[config.mk]
export PLATFORM = sky130hd
export DESIGN_NAME = spongent_pi_index
export DESIGN_NICKNAME = d
export VERILOG_FILES = /design/src/rtl/spongent_pi_index.sv
export SDC_FILE = /design/constraint.sdc
export NUM_CORES = 1
export LEC_CHECK = 0
export ABC_CLOCK_PERIOD_IN_PS = 900
export CORE_AREA = 5 5 113 115
export DETAILED_ROUTE_END_ITERATION = 7
export DIE_AREA = 0 0 118 120
export PLACE_DENSITY = 0.66
export SYNTH_ARGS = -nofsm -noshare
export SYNTH_HDL_FRONTEND = slang
export SYNTH_SLANG_ARGS = --single-unit
[constraint.sdc]
create_clock -name clk -period 0.9 [get_ports clk]
set_input_delay 0.18 -clock clk [delete_from_list [all_inputs] [get_ports clk]]
set_output_delay 0.18 -clock clk [all_outputs]
set_load 0.01 [all_outputs]
[src/rtl/spongent_pi_index.sv]
// Spongent pLayer index generator: maps bit position j to (j*B/4) mod (B-1), B-1 -> B-1, j >= B -> all-ones.
// Define PI_COMB_OUT_EN for a purely combinational, zero-latency output (clk/rst unused); default is registered.
module spongent_pi_index #(
  parameter int B     = 384,
  parameter int OUT_W = 9
) (
  input  logic             clk,
  input  logic             rst,
  input  logic [31:0]      in,
  output logic [OUT_W-1:0] out
);

  localparam int D     = B - 1;
  localparam int MULT  = B / 4;
  localparam int PW    = 18;
  localparam int SH    = 18;
  localparam int QW    = PW + SH;
  // Floor reciprocal: quotient estimate is low by at most one for any product below 2**17.
  localparam int RECIP = (1 << SH) / D;

  logic [PW-1:0]    w_prod;
  logic [QW-1:0]    w_qmul;
  logic [PW-1:0]    w_q;
  logic [PW-1:0]    w_qd;
  logic [PW-1:0]    w_r0;
  logic [PW-1:0]    w_r;
  logic             w_in_perm;
  logic             w_in_fix;
  logic [OUT_W-1:0] w_f;

  assign w_prod    = PW'(in[8:0]) * PW'(MULT);
  assign w_qmul    = QW'(w_prod) * QW'(RECIP);
  assign w_q       = PW'(w_qmul >> SH);
  assign w_qd      = w_q * PW'(D);
  assign w_r0      = w_prod - w_qd;
  assign w_r       = (w_r0 >= PW'(D)) ? (w_r0 - PW'(D)) : w_r0;

  // Range decisions look at all 32 input bits.
  assign w_in_perm = (in < 32'(D));
  assign w_in_fix  = (in == 32'(D));

  always_comb begin
    w_f = {OUT_W{1'b1}};
    if (w_in_perm) begin
      w_f = OUT_W'(w_r);
    end else if (w_in_fix) begin
      w_f = OUT_W'(D);
    end
  end

`ifdef PI_COMB_OUT_EN
  logic w_unused_clk_rst;
  assign w_unused_clk_rst = clk ^ rst;
  assign out = w_f;
`else
  logic [OUT_W-1:0] r_out;

  // Output register stage
  always_ff @(posedge clk or negedge rst) begin
    if (!rst) begin
      r_out <= '0;
    end else begin
      r_out <= w_f;
    end
  end

  assign out = r_out;
`endif

endmodule

# [Word level (Yosys, flattened, before mapping)]
# Index checks and enable logic that the tools add are counted.
[classes] add_sub_neg=2 mul=3 magnitude_cmp=2 eq_ne=1 n_mux=3
[op_table] cell="32-bit by 9-bit equality test with 1-bit output, second input constant" count=1
[op_table] cell="32-bit by 9-bit < comparator with 1-bit output, second input constant" count=1
[op_table] cell="11-bit by 8-bit multiplier with 19-bit output, second input constant" count=1
[op_table] cell="18-bit by 9-bit greater-or-equal comparator with 1-bit output, second input constant" count=1
[op_table] cell="9-bit 2-to-1 mux" count=2
[op_table] cell="16-bit by 17-bit subtractor with 18-bit output" count=1
[op_table] cell="8-bit by 9-bit multiplier with 17-bit output, second input constant" count=1
[op_table] cell="9-bit by 2-bit multiplier with 11-bit output, second input constant" count=1
[op_table] cell="9-bit subtractor, second input constant" count=1
[op_table] cell="8-bit 2-to-1 mux" count=1
[word_totals] regBits=9 in_bits=34 word_cells=12

# [Logic depth before layout (Yosys ltp)]
[depth] depth_word=7 depth_mapped=43 depth_no_buf=41

# [Worst setup path after synthesis]
# OpenSTA, ideal clock, no wires.
[synth_path] path_kind="input to register" from="input in[1]" to="register r_out[8], in the netlist out[8]" arrival_ns=10.042 t_required_ns=0.764 slack_ns=-9.278 cell_stages=42 n_path_buf=2 cell_sequence="ha_1 > a21o_1 > a21oi_1 > o21bai_1 > a21o_1 > a21oi_1 > o21bai_1 > xnor2_1 > inv_1 > fa_1 > inv_1 > fa_1 > inv_1 > fa_1 > inv_1 > ha_1 > or3_4 > and3_4 > [... 6 more ...] > fa_1 > inv_1 > fa_1 > fa_1 > inv_1 > fa_1 > inv_1 > ha_1 > buf_2 > nand2_1 > a2111oi_2 > nor4b_1 > or3_1 > a211oi_2 > and3_1 > buf_6 > nor3_1 > nand3b_1"
[synth_between] elab_chain_cells=7
[synth_lines] item="from (decl)" line_no="9" rtl="input logic [31:0] in,"
[synth_lines] item="9-bit by 2-bit multiplier with 11-bit output" line_no="31" rtl="assign w_prod = PW'(in[8:0]) * PW'(MULT);"
[synth_lines] item="11-bit by 8-bit multiplier with 19-bit output" line_no="32" rtl="assign w_qmul = QW'(w_prod) * QW'(RECIP);"
[synth_lines] item="8-bit by 9-bit multiplier with 17-bit output" line_no="34" rtl="assign w_qd = w_q * PW'(D);"
[synth_lines] item="16-bit by 17-bit subtractor with 18-bit output" line_no="35" rtl="assign w_r0 = w_prod - w_qd;"
[synth_lines] item="18-bit by 9-bit greater-or-equal comparator with 1-bit output or 9-bit subtractor (tied branches)" line_no="36" rtl="assign w_r = (w_r0 >= PW'(D)) ? (w_r0 - PW'(D)) : w_r0;"
[synth_lines] item="9-bit 2-to-1 mux" line_no="36"
[synth_lines] item="9-bit 2-to-1 mux *" line_no="44" rtl="if (w_in_perm) begin"
[synth_lines] item="named net w_f[8]" line_no="29" rtl="logic [OUT_W-1:0] w_f;"
[synth_lines] item="to (signal assigned)" line_no="63" rtl="r_out <= w_f;"
[synth_lines] item="to (decl)" line_no="56" rtl="logic [OUT_W-1:0] r_out;"
# Mark *: on every way through the listed nets, which the timed path passes. The rest lies on a longest branch.

# [Final worst setup path]
[layout_path] from="input in[3]" to="register r_out[8], in the netlist out[8]"
# Same word-level chain as after synthesis.

==> results.json <==
{
  "arrival_ns": 9.45,
  "grt_max_degree": 10,
  "rsz0062_at_grt": "yes",
  "fin_crit_sh_pct": 1040,
  "drc": 0,
  "synth_top_area_cell": "ha_1",
  "syn_area_um2": 4990,
  "clock_path_buffers": 2,
  "postPlaceCellArea_um2": 6890,
  "synth_top_area_share_pct": 26.1,
  "slew_headroom_pct": 69.8,
  "initialDrtViolationCount": 197,
  "crit_top_cell": "fa_1",
  "cp_max_fo": 5,
  "setup_viol": 9,
  "crit_family": "adder cells",
  "gp_congestion": 0.885,
  "critPathCaptureType": "flop",
  "portBuffers": 42,
  "grt_pass1_vias": 5150,
  "start_kind": "primary input",
  "worst_pin_slew_ns": 0.449,
  "cts-root-buf": "clkbuf_16",
  "yosys-top-cells-area": "ha_1, fa_1, inv_1",
  "grt_pass1_wl_um": 23500,
  "drive_gt1_share_pct": 36.9,
  "period_minus_slack_ns": 9.34,
  "first_pass_iters": 5,
  "critPathSlowestCell": "fa_1",
  "post_drt_wl_per_cell_um": 14.6,
  "cts_buffers": 3,
  "fillers": 900,
  "synth_warnings": 0,
  "yosys-top-cells-count": "inv_1, ha_1, fa_1",
  "wirelength_um": 13800,
  "status": "finished with violations",
  "synth_edf_count": 0,
  "largest_register_ffs": 9,
  "coreArea_um2": 11700,
  "die_x_um": 118,
  "vias": 4798,
  "worst_slack_ns": -8.44,
  "synthSimpleGateAreaFrac_pct": 13.7,
  "synth-compound-area-share_pct": 13.8,
  "groute.usage.overall_pct": 19.4,
  "synth_area_per_cell_um2": 8.62,
  "num_rows": 40,
  "worst-path-buf-inv": 11,
  "cap_violations": 0,
  "cts_tree": "built",
  "synthArstFlopShare_pct": 100,
  "ys_ff_latch": 9,
  "nets": 990,
  "synth_nets": 774,
  "design_area_um2": 7550,
  "crit_required_ns": 1.01,
  "via_per_inst": 5.10,
  "fmax_mhz": 107,
  "ys_seq_area_share_pct": 4.51,
  "synth_fa_ha_area_share_pct": 48.9,
  "slew_viol_final": 0,
  "hp-class": "in -> async",
  "syn_to_final_growth_pct": 51.3,
  "hpwl_um": 11400,
  "antenna_left": 0,
  "cp_slowest_stage_delay_ns": 0.54,
  "synth_cells": 579,
  "cts_sinks": 9,
  "die_y_um": 120,
  "critPathKind": "in -> reg",
  "dieArea_um2": 14200,
  "ys_types": 71,
  "overflow": 0,
  "antenna_found_initial": 0,
  "initial_core_util_pct": 42.6,
  "synth_top_family_by_area": "adder cells",
  "synthMuxAreaShare_pct": 1.20,
  "synth_most_common_cell": "inv_1",
  "htreeDepth": 1,
  "diodes": 0,
  "failed_checks": "negative setup slack",
  "synth_flop_cell": "dfrtp_1",
  "io_pins": 43,
  "finalHoldViolCount": 0,
  "synth-xor-area-share_pct": 6.31,
  "path_clk_slew_ns": 0.04
}
-- cell families (layout without fill, tap and decap cells) --
group	after synthesis	in the layout
multiplexers	6	6
AO/OA/AOI/OAI	98	98
AND/OR/NAND/NOR	119	119
adder cells (fa/ha/maj)	161	161
buffers and inverters	150	365
flip-flops	9	9
XOR/XNOR	36	36
-- final cells by class --
| class | count | area, µm² | area share (%) |
|---|---|---|---|
| inverter | 140 | 528 | 6.99 |
| tap | 147 | 184 | 2.43 |
| timing repair buffer | 221 | 1780 | 23.5 |
| sequential | 9 | 225 | 2.98 |
| multi-input combinational | 420 | 4760 | 63.1 |
| clock buffer | 4 | 78.8 | 1.04 |
-- repair_timing --
item / in CTS / in global routing
endpoints found under the setup margin: 18 / 18
pin swaps: 67 / 34
hold endpoints to repair: 0 / 0
gates resized for setup: 112 / 34
setup buffers: 16 / 6
hold buffers: 0 / 0
gates cloned: 1 / 0
-- stage by stage --
step / util [%] / setup TNS, ns / setup slack, ns / instances / hold WS, ns
after CTS: 62.6 / -75.64 / -8.44 / 935 / 0.244
after floorplan: - / -76.33 / -8.53 / 579 / -0.116
after global placement: 58.8 / -83.74 / -9.23 / 914 / 0.480
after detailed placement: 58.8 / -85.67 / -9.44 / 914 / 0.484
after global routing: 64.5 / -79.39 / -8.85 / 941 / 0.275
final: 64.5 / -75.64 / -8.44 / 941 / 0.232
-- how the worst max path moves through the flow --
stage             end  depth (start not counted)  start
6_report       out[8]                         44  in[3]
5_1_grt        out[4]                         42  in[4]
4_1_cts        out[4]                         42  in[2]
3_5_place_dp   out[4]                         38  in[1]
3_3_place_gp   out[4]                         41  in[1]
2_1_floorplan  out[5]                         42  in[0]
-- layer usage --
layer,vias to the layer above,share of wire [%],GRT usage [%]
met1,2302,41,23.0
li1,2360,-,-
met4,0,2.1,3.73
met2,114,52,37.6
met5,-,0,0
met3,22,4.1,2.17
-- cells in the final DEF (no fill, tap or decap), drive strengths merged, types with 9 or more instances in the layout --
cell           Yosys  final
buf                7    191
inv              140    140
ha               104    104
fa                57     57
clkdlybuf4s50      0     27
a21oi             27     27
nor2              26     26
o21ai             19     19
xnor2             19     19
xor2              17     17
nand2             16     16
nand3             12     12
nor3               9      9
dfrtp              9      9
o21bai             9      9
Power is not shown: default switching activity piles up to over one toggle a cycle in this logic, so the estimate is an artifact.
